`src/rtl/r2sdf_stage.sv`:
```
// Radix-2 single-delay-feedback FFT stage: feedback delay line, sample counter,
// butterfly routing and twiddle-index tagging of the difference terms.
module r2sdf_stage #(
    parameter int width = 16,
    parameter int depth = 8,
    parameter int scale = 0
) (
    input  logic                       clk,
    input  logic                       rst_n,
    input  logic                       in_valid,
    output logic                       in_ready,
    input  logic signed [width-1:0]    in_re,
    input  logic signed [width-1:0]    in_im,
    input  logic                       flush,
    output logic                       out_valid,
    output logic signed [width-1:0]    out_re,
    output logic signed [width-1:0]    out_im,
    output logic                       out_tw_en,
    output logic [$clog2(depth)-1:0]   out_tw_idx
);

    localparam int cw = $clog2(2 * depth);
    localparam int pw = $clog2(depth);

    typedef enum logic {
        st_run,
        st_flush
    } state_t;

    state_t state, state_next;

    logic [cw-1:0]           cnt;
    logic                    primed;
    logic signed [width-1:0] dl_re [depth];
    logic signed [width-1:0] dl_im [depth];

    logic                    phase;
    logic [pw-1:0]           pos;
    logic                    advance;
    logic                    flush_last;
    logic signed [width-1:0] sum_re, sum_im, diff_re, diff_im;
    logic signed [width-1:0] bf_sum_re, bf_sum_im, bf_diff_re, bf_diff_im;
    logic signed [width-1:0] wr_re, wr_im;

    assign phase      = cnt[cw-1];
    assign pos        = cnt[pw-1:0];
    assign in_ready   = (state == st_run);
    assign advance    = (state == st_flush) || (in_valid && state == st_run);
    assign flush_last = (state == st_flush) && (cnt == cw'(depth - 1));

    // Sums/differences wrap at width bits before the arithmetic scaling shift.
    assign sum_re     = dl_re[depth-1] + in_re;
    assign sum_im     = dl_im[depth-1] + in_im;
    assign diff_re    = dl_re[depth-1] - in_re;
    assign diff_im    = dl_im[depth-1] - in_im;
    assign bf_sum_re  = sum_re >>> scale;
    assign bf_sum_im  = sum_im >>> scale;
    assign bf_diff_re = diff_re >>> scale;
    assign bf_diff_im = diff_im >>> scale;

    always_comb begin
        state_next = state;
        case (state)
            st_run: begin
                if (flush && cnt == '0 && primed && !in_valid)
                    state_next = st_flush;
            end
            st_flush: begin
                if (flush_last)
                    state_next = st_run;
            end
            default: state_next = st_run;
        endcase
    end

    always_comb begin
        wr_re = '0;
        wr_im = '0;
        if (state == st_run) begin
            wr_re = phase ? bf_diff_re : in_re;
            wr_im = phase ? bf_diff_im : in_im;
        end
    end

    always_ff @(posedge clk or negedge rst_n) begin
        if (!rst_n)
            state <= st_run;
        else
            state <= state_next;
    end

    always_ff @(posedge clk or negedge rst_n) begin
        if (!rst_n) begin
            cnt        <= '0;
            primed     <= 1'b0;
            out_valid  <= 1'b0;
            out_re     <= '0;
            out_im     <= '0;
            out_tw_en  <= 1'b0;
            out_tw_idx <= '0;
            for (int unsigned i = 0; i < depth; i++) begin
                dl_re[i] <= '0;
                dl_im[i] <= '0;
            end
        end else if (advance) begin
            dl_re[0] <= wr_re;
            dl_im[0] <= wr_im;
            for (int unsigned i = 1; i < depth; i++) begin
                dl_re[i] <= dl_re[i-1];
                dl_im[i] <= dl_im[i-1];
            end
            cnt <= flush_last ? '0 : cnt + 1'b1;
            if (state == st_run && phase) begin
                primed     <= 1'b1;
                out_valid  <= 1'b1;
                out_re     <= bf_sum_re;
                out_im     <= bf_sum_im;
                out_tw_en  <= 1'b0;
                out_tw_idx <= '0;
            end else begin
                if (flush_last)
                    primed <= 1'b0;
                out_valid  <= (state == st_flush) || primed;
                out_re     <= dl_re[depth-1];
                out_im     <= dl_im[depth-1];
                out_tw_en  <= 1'b1;
                out_tw_idx <= pos;
            end
        end else begin
            out_valid <= 1'b0;
        end
    end

endmodule

```
`config.mk`:
```
export PLATFORM = sky130hd
export DESIGN_NAME = r2sdf_stage
export DESIGN_NICKNAME = d
export VERILOG_FILES = /design/src/rtl/r2sdf_stage.sv
export SDC_FILE = /design/constraint.sdc
export NUM_CORES = 1
export LEC_CHECK = 0
export CAP_MARGIN = 30
export CORE_ASPECT_RATIO = 0.7
export CORE_MARGIN = 2
export CORE_UTILIZATION = 35
export DETAILED_ROUTE_END_ITERATION = 8
export DONT_BUFFER_PORTS = 1
export GPL_ROUTABILITY_DRIVEN = 0
export HOLD_SLACK_MARGIN = 0.03
export SYNTH_ARGS = -nofsm -noshare
export SYNTH_HDL_FRONTEND = slang
export SYNTH_SLANG_ARGS = --single-unit
```
`constraint.sdc`:
```
create_clock -name clk -period 5.05 [get_ports clk]
set_clock_uncertainty 0.2 [all_clocks]
set_input_delay 1.01 -clock clk [delete_from_list [all_inputs] [get_ports clk]]
set_output_delay 1.01 -clock clk [all_outputs]
set_load 0.03 [all_outputs]
```
[Yosys cells after proc, flatten, opt, wreduce, memory -nomap -nowiden]
Cells that the tools add are included.
Word-level totals
  register bits: 299
  latch bits: 0
  memories kept: 0
  input port bits: 36
  logic and storage cells: 59
  memory bits (read-only): 0
  bits in writable memories: 0
  output and inout bits: 38
Operators by class
  $mul: 0
  magnitude comparators: 0
  reduce and logical (&&, ||, !) cells: 12
  div/mod/pow operators: 0
  $add $sub $neg: 5
  shift-type cells: 0
  muxes and demuxes: 16
  bitwise logic cells: 1
  equality and inequality tests: 1
Operators by type and width (number)
  16-bit 2-to-1 mux: 6
  16-bit adder: 2
  16-bit subtractor: 2
  1-bit 2-to-1 mux: 7
  1-bit logical AND: 6
  4-bit by 1-bit adder with 4-bit output (second input constant): 1
  4-bit by 3-bit == test with 1-bit output (second input constant): 1
  4-bit zero test: 1
  4-bit 2-to-1 mux: 1
  3-bit 2-to-1 mux: 1
  1-bit logical OR: 2
  1-bit case mux with 2 select lines: 1
  2-bit AND reduction: 1
  2-bit nonzero test: 1
  1-bit zero test: 1
  1-bit NOT: 1

[Longest topological paths before layout]
Gate-level depths: netlist (run 1).
  word-level depth: 6
  depth in mapped cells: 11

[Worst setup path after synthesis (run 1)]
No wires, ideal clock.
  path kind: input -> register
  start point: in in_re[0]
  end point: reg dl_re[124] in the netlist's numbering
  arrival: 2977 ps
  cell stages on the path: 10
  path slack: 1747 ps
  path buffers: 0
  library setup time: 126 ps
  path through: ha_1 fa_1 nor2b_1 o31a_1 nor4_4 o31ai_1 a31oi_1 xnor2_1 a221oi_1 nor2_1
Between the ends
  word-level cells in the longest chain between the ends: 3
RTL lines
  start, declared: line 12  | input logic signed [width-1:0] in_re,
  16-bit subtractor: line 54  | assign diff_re = dl_re[depth-1] - in_re;
  16-bit 2-to-1 mux: line 80  | wr_re = phase ? bf_diff_re : in_re;
  16-bit 2-to-1 mux: line 79  | if (state == st_run) begin
  end signal, assigned by index: line 109  | dl_re[i] <= dl_re[i-1];
  end, declared: line 34  | logic signed [width-1:0] dl_re [depth];
No other way between the ends.
A chain may end at the register's enable or synchronous reset.

[Final worst setup path (run 1)]
  start point: in in_im[0]
  end point: reg dl_im[124] in the netlist's numbering
Between the ends
  word-level cells in the longest chain between the ends: 3
RTL lines
  start, declared: line 13  | input logic signed [width-1:0] in_im,
  16-bit subtractor: line 55  | assign diff_im = dl_im[depth-1] - in_im;
  16-bit 2-to-1 mux: line 81  | wr_im = phase ? bf_diff_im : in_im;
  16-bit 2-to-1 mux: line 79
  end signal, assigned by index: line 110  | dl_im[i] <= dl_im[i-1];
  end, declared: line 35  | logic signed [width-1:0] dl_im [depth];
No other way between the ends.

==> key figures, run 1 <==
Worst setup path
  • Reg2Reg Setup Slack: just under 2 ns
  • Worst reg2reg path depth: 10
  • R2R Path Start: dl_im[0]
  • CP Launch Type: primary input
  • Slowest-stage cell, CP: a31oi_1
  • Max incr delay on CP: ~0.46 ns
  • Worst Path Class, Setup: primary input to flip-flop
  • Critical Path AT: around 3.4 ns
  • Reg-to-reg endpoint: dl_im[124]
  • Crit path max fanout: 4
  • Crit. End Element: flip-flop
  • Critical Path RT: around 5.3 ns
  • Crit-path cells: ha_1 -> fa_1 -> and2b_1 -> o2111ai_1 -> a31oi_1 -> a211oi_1 -> o31ai_1 -> xnor2_1 -> a311oi_1

Die
  • Die X: 247.3 µm
  • Core ar.: about 41000 µm²
  • Initial Util: 35.40%
  • I/O pin count: 74
  • FP Rows: 62
  • Die Ht: around 170 µm
  • Die Area: about 43000 µm²

Timing
  • RSZ-0062 raised after global routing: no
  • Worst slew pin tran: slightly below 0.9 ns
  • Final period util: between 60% and 70%
  • Hold Vio Cnt, Final: 8
  • Achievable Freq: about 320 MHz
  • Setup TNS: 0 ns
  • Relative max-transition margin: 41.91%
  • Hold_ws: -0.01023 ns
  • Period minus WS final: 3.158 ns
  • Slew Viols, Final: 0
  • # setup viols final: 0

Clock tree
  • CTS Sinks: 299
  • CTS Buf Count: 34
  • CTS tree: built
  • CTS clk-pin slew, worst paths: 0.05 ns
  • Root Driver: clkbuf_16
  • Setup Fix Bufs, Post-CTS: 0
  • H-tree Lvls: 2
  • # resized after CTS: 0
  • Worst-Skew Late Latency: around 0.52 ns
  • Clock Path Buffers: 3

Layout
  • Most common cell after layout, fill and taps aside: nand2_1
  • Area grow syn2layout: 10.72%
  • Multi-input logic area: ~6400 µm²
  • # nets final: 1762
  • Fill count: 4101
  • Commonest non-fill, non-tap cells in the layout: nand2_1 (705), dfrtp_1 (299), nor2_1 (95), a21oi_1 (72), o21ai_0 (63)
  • N_diodes: 0
  • Register area: roughly 7500 µm²
  • Layout Utilization: 39.20%
  • Layout cell share with drive strength beyond 1: ~4.8%

GRT
  • Total GRT Usage: about 16%
  • Largest net degree at the start of global routing: 300
  • Global-route wire length before repair: 56900 µm
  • Initial antenna violation count: 0
  • Number of global-route vias before repair: 10600
  • GR Overflow Total: 0

Route
  • DRT Pass-1 Iters: 5
  • Met2 Routed Length: roughly 14000 µm
  • Drt drc: 0
  • Met3 WL post-DR: about 1700 µm
  • Vias/cell: between 4 and 5
  • Antenna violation net count after detailed routing: 0
  • Vias: ~11000
  • Wl on met1: 17230 µm
  • Starting DRT DRC Count: ~810
  • Top routing layer used: met4
  • Total wire length: between 30000 and 40000 µm
  • Avg WL per Cell: roughly 15 µm

Power
  • P_sw: around 4.3 mW
  • Sw Ratio: about two fifths
  • Power per cell area: ~660 nW/µm²
  • Clk pwr share: between 20% and 30%
  • Power share of the combinational group: between 30% and 40%
  • Internal: ~6.3 mW
  • Seq pwr share: a little over two fifths
  • Maximum vdd drop: 0.0003224 V
  • Leak: a little over 8 nW

Logic synthesis
  • Area leader, netlist: dfrtp_1
  • Syn. warnings: 0
  • Post-synth ARST share: 100.0%
  • Seq cells post-synth: around 300
  • Prevailing post-synth register cell: dfrtp_1
  • Number of synthesized flops with an enable pin: 0
  • Post-Syn Nets: 1806
  • Synth top area cells: dfrtp_1 (52%), nand2_1 (18%), ha_1 (5.3%)
  • Syn Std Cell Area: between 10000 and 15000 µm²
  • Post-Syn Instances: approximately 1700
  • Unique masters post-synth: 64
  • Area share of the largest cell type after synthesis: 51.60%
  • Fraction of the yosys area taken by sequential cells: 51.60%
  • Mean post-synth cell area: between 8 and 9 µm²

Placed design
  • Port-buffer cells: 0
  • HPWL Detailed: between 20000 and 25000 µm

Outcome
  • Outcome: complete, but fails checks
  • Failing checks: negative hold slack

Job
  • Maxcap violations: 0

Hold path
  • Hold WC Path Type: primary input to asynchronous set/reset pin
[power groups by stage]
stage	clock, mW	sequential, mW	combinational (mW)
detailed placement	0	4.45	3.74
floorplan	0	4.23	2.88
finish	2.44	4.41	3.74
global route	2.60	4.56	4.27
CTS	2.50	4.42	3.75
global placement	0	4.42	3.61
[metrics by stage]
step	setup slack [ns]	cells	hold WS, ns	cell area, µm²	power [mW]
after floorplan	1.747	1704	0.2386	14500	7.108
after global placement	1.432	2167	0.2482	14930	8.038
after detailed placement	1.420	2168	0.2549	14960	8.186
after CTS	1.974	2227	-0.03177	16050	10.67
after global routing	1.791	2227	-0.03644	16050	11.42
final	1.892	2227	-0.01023	16050	10.59
[cell usage after synthesis, types with 8 or more instances]
library cell / n
nand3_1: 12
nor3_1: 17
nor2_1: 96
o22ai_1: 8
xnor2_1: 35
a31oi_1: 11
inv_1: 58
ha_1: 62
clkbuf_1: 84
nand2_1: 705
mux2i_1: 11
a21oi_1: 72
o21ai_0: 63
o21ai_1: 9
a22oi_1: 16
xor2_1: 9
nor2b_1: 15
a211oi_1: 14
dfrtp_1: 299
[final cells by class]
class                      count  share of cell area, %
clock inverter                 8                 0.4442
timing repair buffer          13                 0.8105
tap                          544                  4.240
inverter                      59                  1.379
multi-input combinational   1253                  40.13
sequential                   299                  46.61
clock buffer                  51                  6.391
[critical path: cells and delay by family]
kind,cells,cell delay (ns)
compound gates,5,1.40
xor+xnor,1,0.11
simple gates,1,0.26
fa+ha+maj,2,0.59
[state kept, by name (all words and copies together), names as in the netlist]
signal	cells
cnt	4
dl_im	128
dl_re	128
out_im	16
out_re	16
out_tw_en	1
out_tw_idx	3
out_valid	1
primed	1
state	1
[worst max-delay path by stage]
stage | start | end | slack, ns | cells after the start
floorplan | in_re[0] | dl_re[124] | 1.75 | 10
global placement | in_re[0] | dl_re[124] | 1.43 | 10
detailed placement | in_im[0] | dl_im[124] | 1.42 | 9
CTS | in_re[0] | dl_re[124] | 1.97 | 10
global route | in_re[0] | dl_re[124] | 1.79 | 10
finish | in_im[0] | dl_im[124] | 1.89 | 9
[per-layer routing]
layer,track usage (%),vias to the layer above
met3,2.733,55
met1,24.61,5310
met4,5.040,0
met2,23.31,205
met5,0,-
li1,-,5408
[cells by family after synthesis]
group | synth area share [%]
flops | 51.60
compound gates | 11.08
fa+ha+maj | 5.902
simple gates | 23.81
xor+xnor | 2.658
buf+inv | 4.038
mux | 0.9147
No activity file was read; power rests on OpenSTA's default activity.
==> inputs of run 2 (changes only) <==
==> constraint.sdc (replaced) <==
create_clock -name clk -period 2.9 [get_ports clk]
set_clock_uncertainty 0.2 [all_clocks]
set_input_delay 0.58 -clock clk [delete_from_list [all_inputs] [get_ports clk]]
set_output_delay 0.58 -clock clk [all_outputs]
set_load 0.03 [all_outputs]
==> key figures, run 2 (same netlist as run 1, synthesis figures left out) <==
Outcome
  • Outcome: complete, but fails checks
  • Failing checks: negative hold slack

Worst setup path
  • Critical Path RT: just over 3 ns
  • Crit-path cells: inv_2 -> ha_4 -> fa_2 -> nor2b_4 -> o31a_1 -> nor4_4 -> o31ai_4 -> o21a_1 -> a211oi_2 -> mux2i_1 -> a221o_1
  • Crit path max fanout: 3
  • R2R Path Start: dl_re[0]
  • CP Launch Type: flip-flop
  • Reg2Reg Setup Slack: ~0.15 ns
  • CP startpoint: dl_re[0]
  • Buf+Inv Stages, Crit Path: 1
  • Crit. End Element: flip-flop
  • Worst reg2reg path depth: 11
  • Slowest-stage cell, CP: dfrtp_1
  • Reg-to-reg endpoint: dl_re[126]
  • Max incr delay on CP: 0.40 ns
  • Worst Path Class, Setup: flip-flop to flip-flop
  • CP delay by family, top: compound AO/OA/AOI/OAI gates
  • Critical Path AT: between 2 and 3 ns

Clock tree
  • Clock Path Buffers: 3
  • Worst-Skew Late Latency: roughly 0.53 ns
  • CTS Sinks: 299
  • CTS Buf Count: 34
  • H-tree Lvls: 2
  • CTS tree: built
  • Hold_buf cts: 11
  • CTS clk-pin slew, worst paths: 0.06 ns
  • Root Driver: clkbuf_16

Layout
  • Fill count: about 4000
  • Layout cell share with drive strength beyond 1: 7.639%
  • Fin cells: ~2300
  • Commonest non-fill, non-tap cells in the layout: nand2_1 (705), dfrtp_1 (299), nor2_1 (95), a21oi_1 (70)
  • Most common cell after layout, fill and taps aside: nand2_1
  • Biggest registers after layout: dl_im x128, dl_re x128
  • # nets final: about 1800
  • Area grow syn2layout: 14.86%

Die
  • Die X: roughly 250 µm
  • Initial Util: between 30% and 40%
  • Die Ht: around 170 µm
  • Core ar.: 40960 µm²
  • FP Rows: just over 60
  • I/O pin count: 74
  • Die Area: between 40000 and 50000 µm²

Placed design
  • Dpl cells: between 2000 and 2500
  • HPWL Detailed: about 23000 µm
  • Port-buffer cells: 0

Route
  • Drt drc: 0
  • DRT Pass-1 Iters: 5
  • Total wire length: about 36000 µm
  • Starting DRT DRC Count: approximately 680
  • Vias/cell: approximately 5.0
  • Avg WL per Cell: between 15 and 20 µm
  • Antenna violation net count after detailed routing: 0
  • Vias: around 11000

GRT
  • Largest net degree at the start of global routing: 300
  • Total GRT Usage: approximately 17%
  • Global-route wire length before repair: 58570 µm
  • Initial antenna violation count: 1
  • GR Overflow Total: 0
  • Number of global-route vias before repair: 10750

Power
  • Power per cell area: 1158 nW/µm²
  • Leak: ~8.5 nW
  • Maximum vdd drop: 0.0006074 V

Timing
  • Hold_ws: -0.4525 ns
  • # setup viols final: 0
  • Final period util: a little over nine tenths
  • Worst slew pin tran: slightly below 0.8 ns
  • RSZ-0062 raised after global routing: no
  • Slew Viols, Final: 0
  • Period minus WS final: approximately 2.7 ns
  • Hold Vio Cnt, Final: around 300
  • Setup TNS: 0 ns
  • Achievable Freq: 364.0 MHz
  • Relative max-transition margin: ~48%

Job
  • Maxcap violations: 0

Hold path
  • Hold WC Path Type: primary input to asynchronous set/reset pin
## run 2: repair_timing
action / 4_1_cts / 5_1_grt
hold endpoints to repair: 326 / 299
setup buffers: 0 / 1
endpoints found under the setup margin: 0 / 11
resized for setup: 0 / 19
## run 2: worst max path at each step
stage / to / depth (start not counted)
2_1_floorplan: dl_re[124] / 10
3_3_place_gp: dl_re[124] / 11
3_5_place_dp: dl_re[124] / 11
4_1_cts: dl_re[124] / 12
5_1_grt: dl_re[126] / 11
6_report: dl_re[126] / 11
## run 2: layer usage
layer / vias up / global-route usage [%] / part of all wire (%)
met5: - / 0 / 0
met3: 62 / 3.258 / 5.4
met1: 5477 / 24.79 / 49
li1: 5513 / - / -
met2: 222 / 24.61 / 43
met4: 0 / 5.040 / 2.3
## run 2: through the flow
| step | area (µm²) | worst slack [ns] | utilization [%] | hold slack, ns | power (mW) |
|---|---|---|---|---|---|
| final | 16650 | 0.1531 | 40.66 | -0.4525 | 19.29 |
| after floorplan | 14500 | 0.02726 | - | 0.08441 | 12.38 |
| after global placement | 15270 | -0.1357 | 37.29 | 0.09159 | 14.43 |
| after CTS | 16570 | 0.04485 | 40.45 | -0.4750 | 19.33 |
| after global routing | 16650 | 0.02092 | 40.66 | -0.4741 | 20.75 |
| after detailed placement | 15270 | -0.1220 | 37.29 | 0.08832 | 14.65 |
## run 2: layout make-up
type / count / area, µm² / area share (%)
Clock inverter: 13 / 211.5 / 1.270
Tap cell: 544 / 680.7 / 4.087
Timing Repair Buffer: 59 / 568.0 / 3.411
Multi-Input combinational cell: 1253 / 6526 / 39.19
Sequential cell: 299 / 7482 / 44.93
Clock buffer: 45 / 962.2 / 5.777
Antenna cell: 1 / 2.502 / 0.01503
Inverter: 59 / 221.5 / 1.330
## run 2: power breakdown
part	switching, mW	leakage (nW)	internal (mW)
combinational	4.28	4.07	2.76
clock	1.75	0.576	2.78
sequential	1.69	3.81	6.03
==> inputs of run 3 (changes only) <==
--- a/config.mk
+++ b/config.mk
@@ -5,7 +5,7 @@
 export SDC_FILE = /design/constraint.sdc
 export NUM_CORES = 1
 export LEC_CHECK = 0
-export CAP_MARGIN = 30
+export CAP_MARGIN = 20
 export CORE_ASPECT_RATIO = 0.7
 export CORE_MARGIN = 2
 export CORE_UTILIZATION = 35
@@ -13,6 +13,7 @@
 export DONT_BUFFER_PORTS = 1
 export GPL_ROUTABILITY_DRIVEN = 0
 export HOLD_SLACK_MARGIN = 0.03
+export MAX_ROUTING_LAYER = met4
 export SYNTH_ARGS = -nofsm -noshare
 export SYNTH_HDL_FRONTEND = slang
 export SYNTH_SLANG_ARGS = --single-unit
==> key figures, run 3 (same netlist as run 1, synthesis figures left out) <==
Layout
  • Most common cell after layout, fill and taps aside: nand2_1
  • Register area: about 7500 µm²
  • Multi-input logic area: 6526 µm²
  • Layout cell share with drive strength beyond 1: under 10%
  • Fill count: roughly 4100
  • Biggest registers after layout: dl_im x128, dl_re x128
  • # nets final: 1808
  • Design Area, Final: 16650 µm²
  • Layout Utilization: between 40% and 50%
  • Commonest non-fill, non-tap cells in the layout: nand2_1 (705), dfrtp_1 (299), nor2_1 (95), a21oi_1 (70)
  • Fin cells: roughly 2300
  • Area grow syn2layout: 14.86%

GRT
  • Initial antenna violation count: 1
  • Largest net degree at the start of global routing: 300
  • GR Overflow Total: 0
  • Number of global-route vias before repair: roughly 11000
  • Global-route wire length before repair: 58590 µm
  • Total GRT Usage: between 15 and 20%

Clock tree
  • Root Driver: clkbuf_16
  • CTS Sinks: between 200 and 300
  • CTS clk-pin slew, worst paths: 0.06 ns
  • CTS Buf Count: 34
  • CTS tree: built
  • Hold_buf cts: 11
  • Clock Path Buffers: 3
  • H-tree Lvls: 2
  • Worst-Skew Late Latency: 0.53 ns

Route
  • Drt drc: 0
  • DRT Pass-1 Iters: 4
  • Starting DRT DRC Count: between 700 and 800
  • Antenna violation net count after detailed routing: 0
  • Total wire length: 35940 µm
  • Vias/cell: about 5
  • Vias: 11260
  • Avg WL per Cell: 15.81 µm

Die
  • FP Rows: between 60 and 70
  • Die Area: around 43000 µm²
  • Initial Util: ~35%
  • Core ar.: between 40000 and 50000 µm²
  • I/O pin count: 74
  • Die Ht: between 150 and 200 µm
  • Die X: 247.3 µm

Hold path
  • Hold WC Path Type: primary input to asynchronous set/reset pin

Power
  • Leak: approximately 8.5 nW
  • Seq pwr share: between 40% and 50%
  • Power per cell area: around 1200 nW/µm²
  • P_sw: 7.721 mW
  • Sw Ratio: 40.02%
  • Power share of the combinational group: between 30% and 40%
  • Clk pwr share: 23.5%
  • Internal: around 12 mW
  • Maximum vdd drop: between 0.0006 and 0.0007 V

Job
  • Maxcap violations: 0

Worst setup path
  • CP Launch Type: flip-flop
  • Critical Path AT: 2.96 ns
  • Crit. End Element: flip-flop
  • Critical Path RT: 3.11 ns
  • Crit path max fanout: 3
  • Worst Path Class, Setup: flip-flop to flip-flop

Timing
  • Hold_ws: -0.4505 ns
  • Setup TNS: 0 ns
  • Final period util: a little over nine tenths
  • # setup viols final: 0
  • Slew Viols, Final: 0
  • RSZ-0062 raised after global routing: no
  • Relative max-transition margin: 47.26%
  • Hold Vio Cnt, Final: 299
  • Worst slew pin tran: just under 0.8 ns
  • Period minus WS final: about 2.8 ns
  • Achievable Freq: between 300 and 400 MHz

Outcome
  • Failing checks: negative hold slack
  • Outcome: complete, but fails checks

Placed design
  • Port-buffer cells: 0
  • Dpl cells: ~2200
  • HPWL Detailed: 23310 µm
  • Cell Area, Placed: between 15000 and 20000 µm²
-- run 3: cell counts in the layout (fill, tap and decap cells not counted) --
No cell type changed its count.
-- run 3: cell type report --
class	instances	area share, %
tap	544	4.087
inverter	59	1.330
timing repair buffer	59	3.411
sequential	299	44.93
clock buffer	45	5.777
clock inverter	13	1.270
multi-input combinational	1253	39.19
antenna	1	0.01503
-- run 3: worst max-delay path: stages (launching register included) --
cell      delay [ns]
dfrtp_1         0.40
inv_2           0.09
ha_4            0.15
fa_2            0.25
nor2b_4         0.06
o31a_1          0.34
nor4_4          0.25
o31ai_4         0.12
o21a_1          0.19
a211oi_2        0.21
mux2i_1         0.11
a221o_1         0.26
-- run 3: worst paths after layout --
kind / start / end / slack (ns) / cells after the start
hold reg to reg: dl_re[42] / dl_re[26] / 0.26 / 2
max in group asynchronous: rst_n / dl_re[64] / 2.29 / 0
setup reg to reg: dl_re[0] / dl_re[126] / 0.15 / 11
setup / recovery: dl_re[0] / dl_re[126] / 0.15 / 11
hold / removal: rst_n / out_re[5] / -0.45 / 0
min in group clk: in_re[6] / dl_re[118] / 0.05 / 2
-- run 3: through the flow --
| stage | power (mW) | hold slack, ns | setup slack [ns] |
|---|---|---|---|
| after floorplan | 12.38 | 0.08441 | 0.02726 |
| after global placement | 14.43 | 0.09159 | -0.1357 |
| after detailed placement | 14.65 | 0.08832 | -0.1220 |
| after CTS | 19.33 | -0.4750 | 0.04485 |
| after global routing | 20.76 | -0.4808 | 0.02102 |
| final | 19.29 | -0.4505 | 0.1495 |
-- run 3: layer usage --
| layer | part of all wire, % | GRT usage [%] |
|---|---|---|
| met4 | 2.4 | 5.040 |
| met5 | 0 | - |
| met1 | 49 | 24.90 |
| met2 | 43 | 24.59 |
| met3 | 5.9 | 3.304 |
-- run 3: repair_timing --
item / in CTS / in global routing
buffers inserted: 0 / 1
gates resized for setup: 0 / 19
hold endpoints to repair: 326 / 299
setup endpoints to repair: 0 / 11
-- run 3: power by group through the flow --
stage          combinational (mW)  clock [mW]  sequential, mW
2_1_floorplan                5.02           0            7.36
3_3_place_gp                 6.69           0            7.75
3_5_place_dp                 6.86           0            7.80
4_1_cts                      6.93        4.66            7.73
5_1_grt                      7.95        4.83            7.98
6_report                     7.03        4.54            7.72
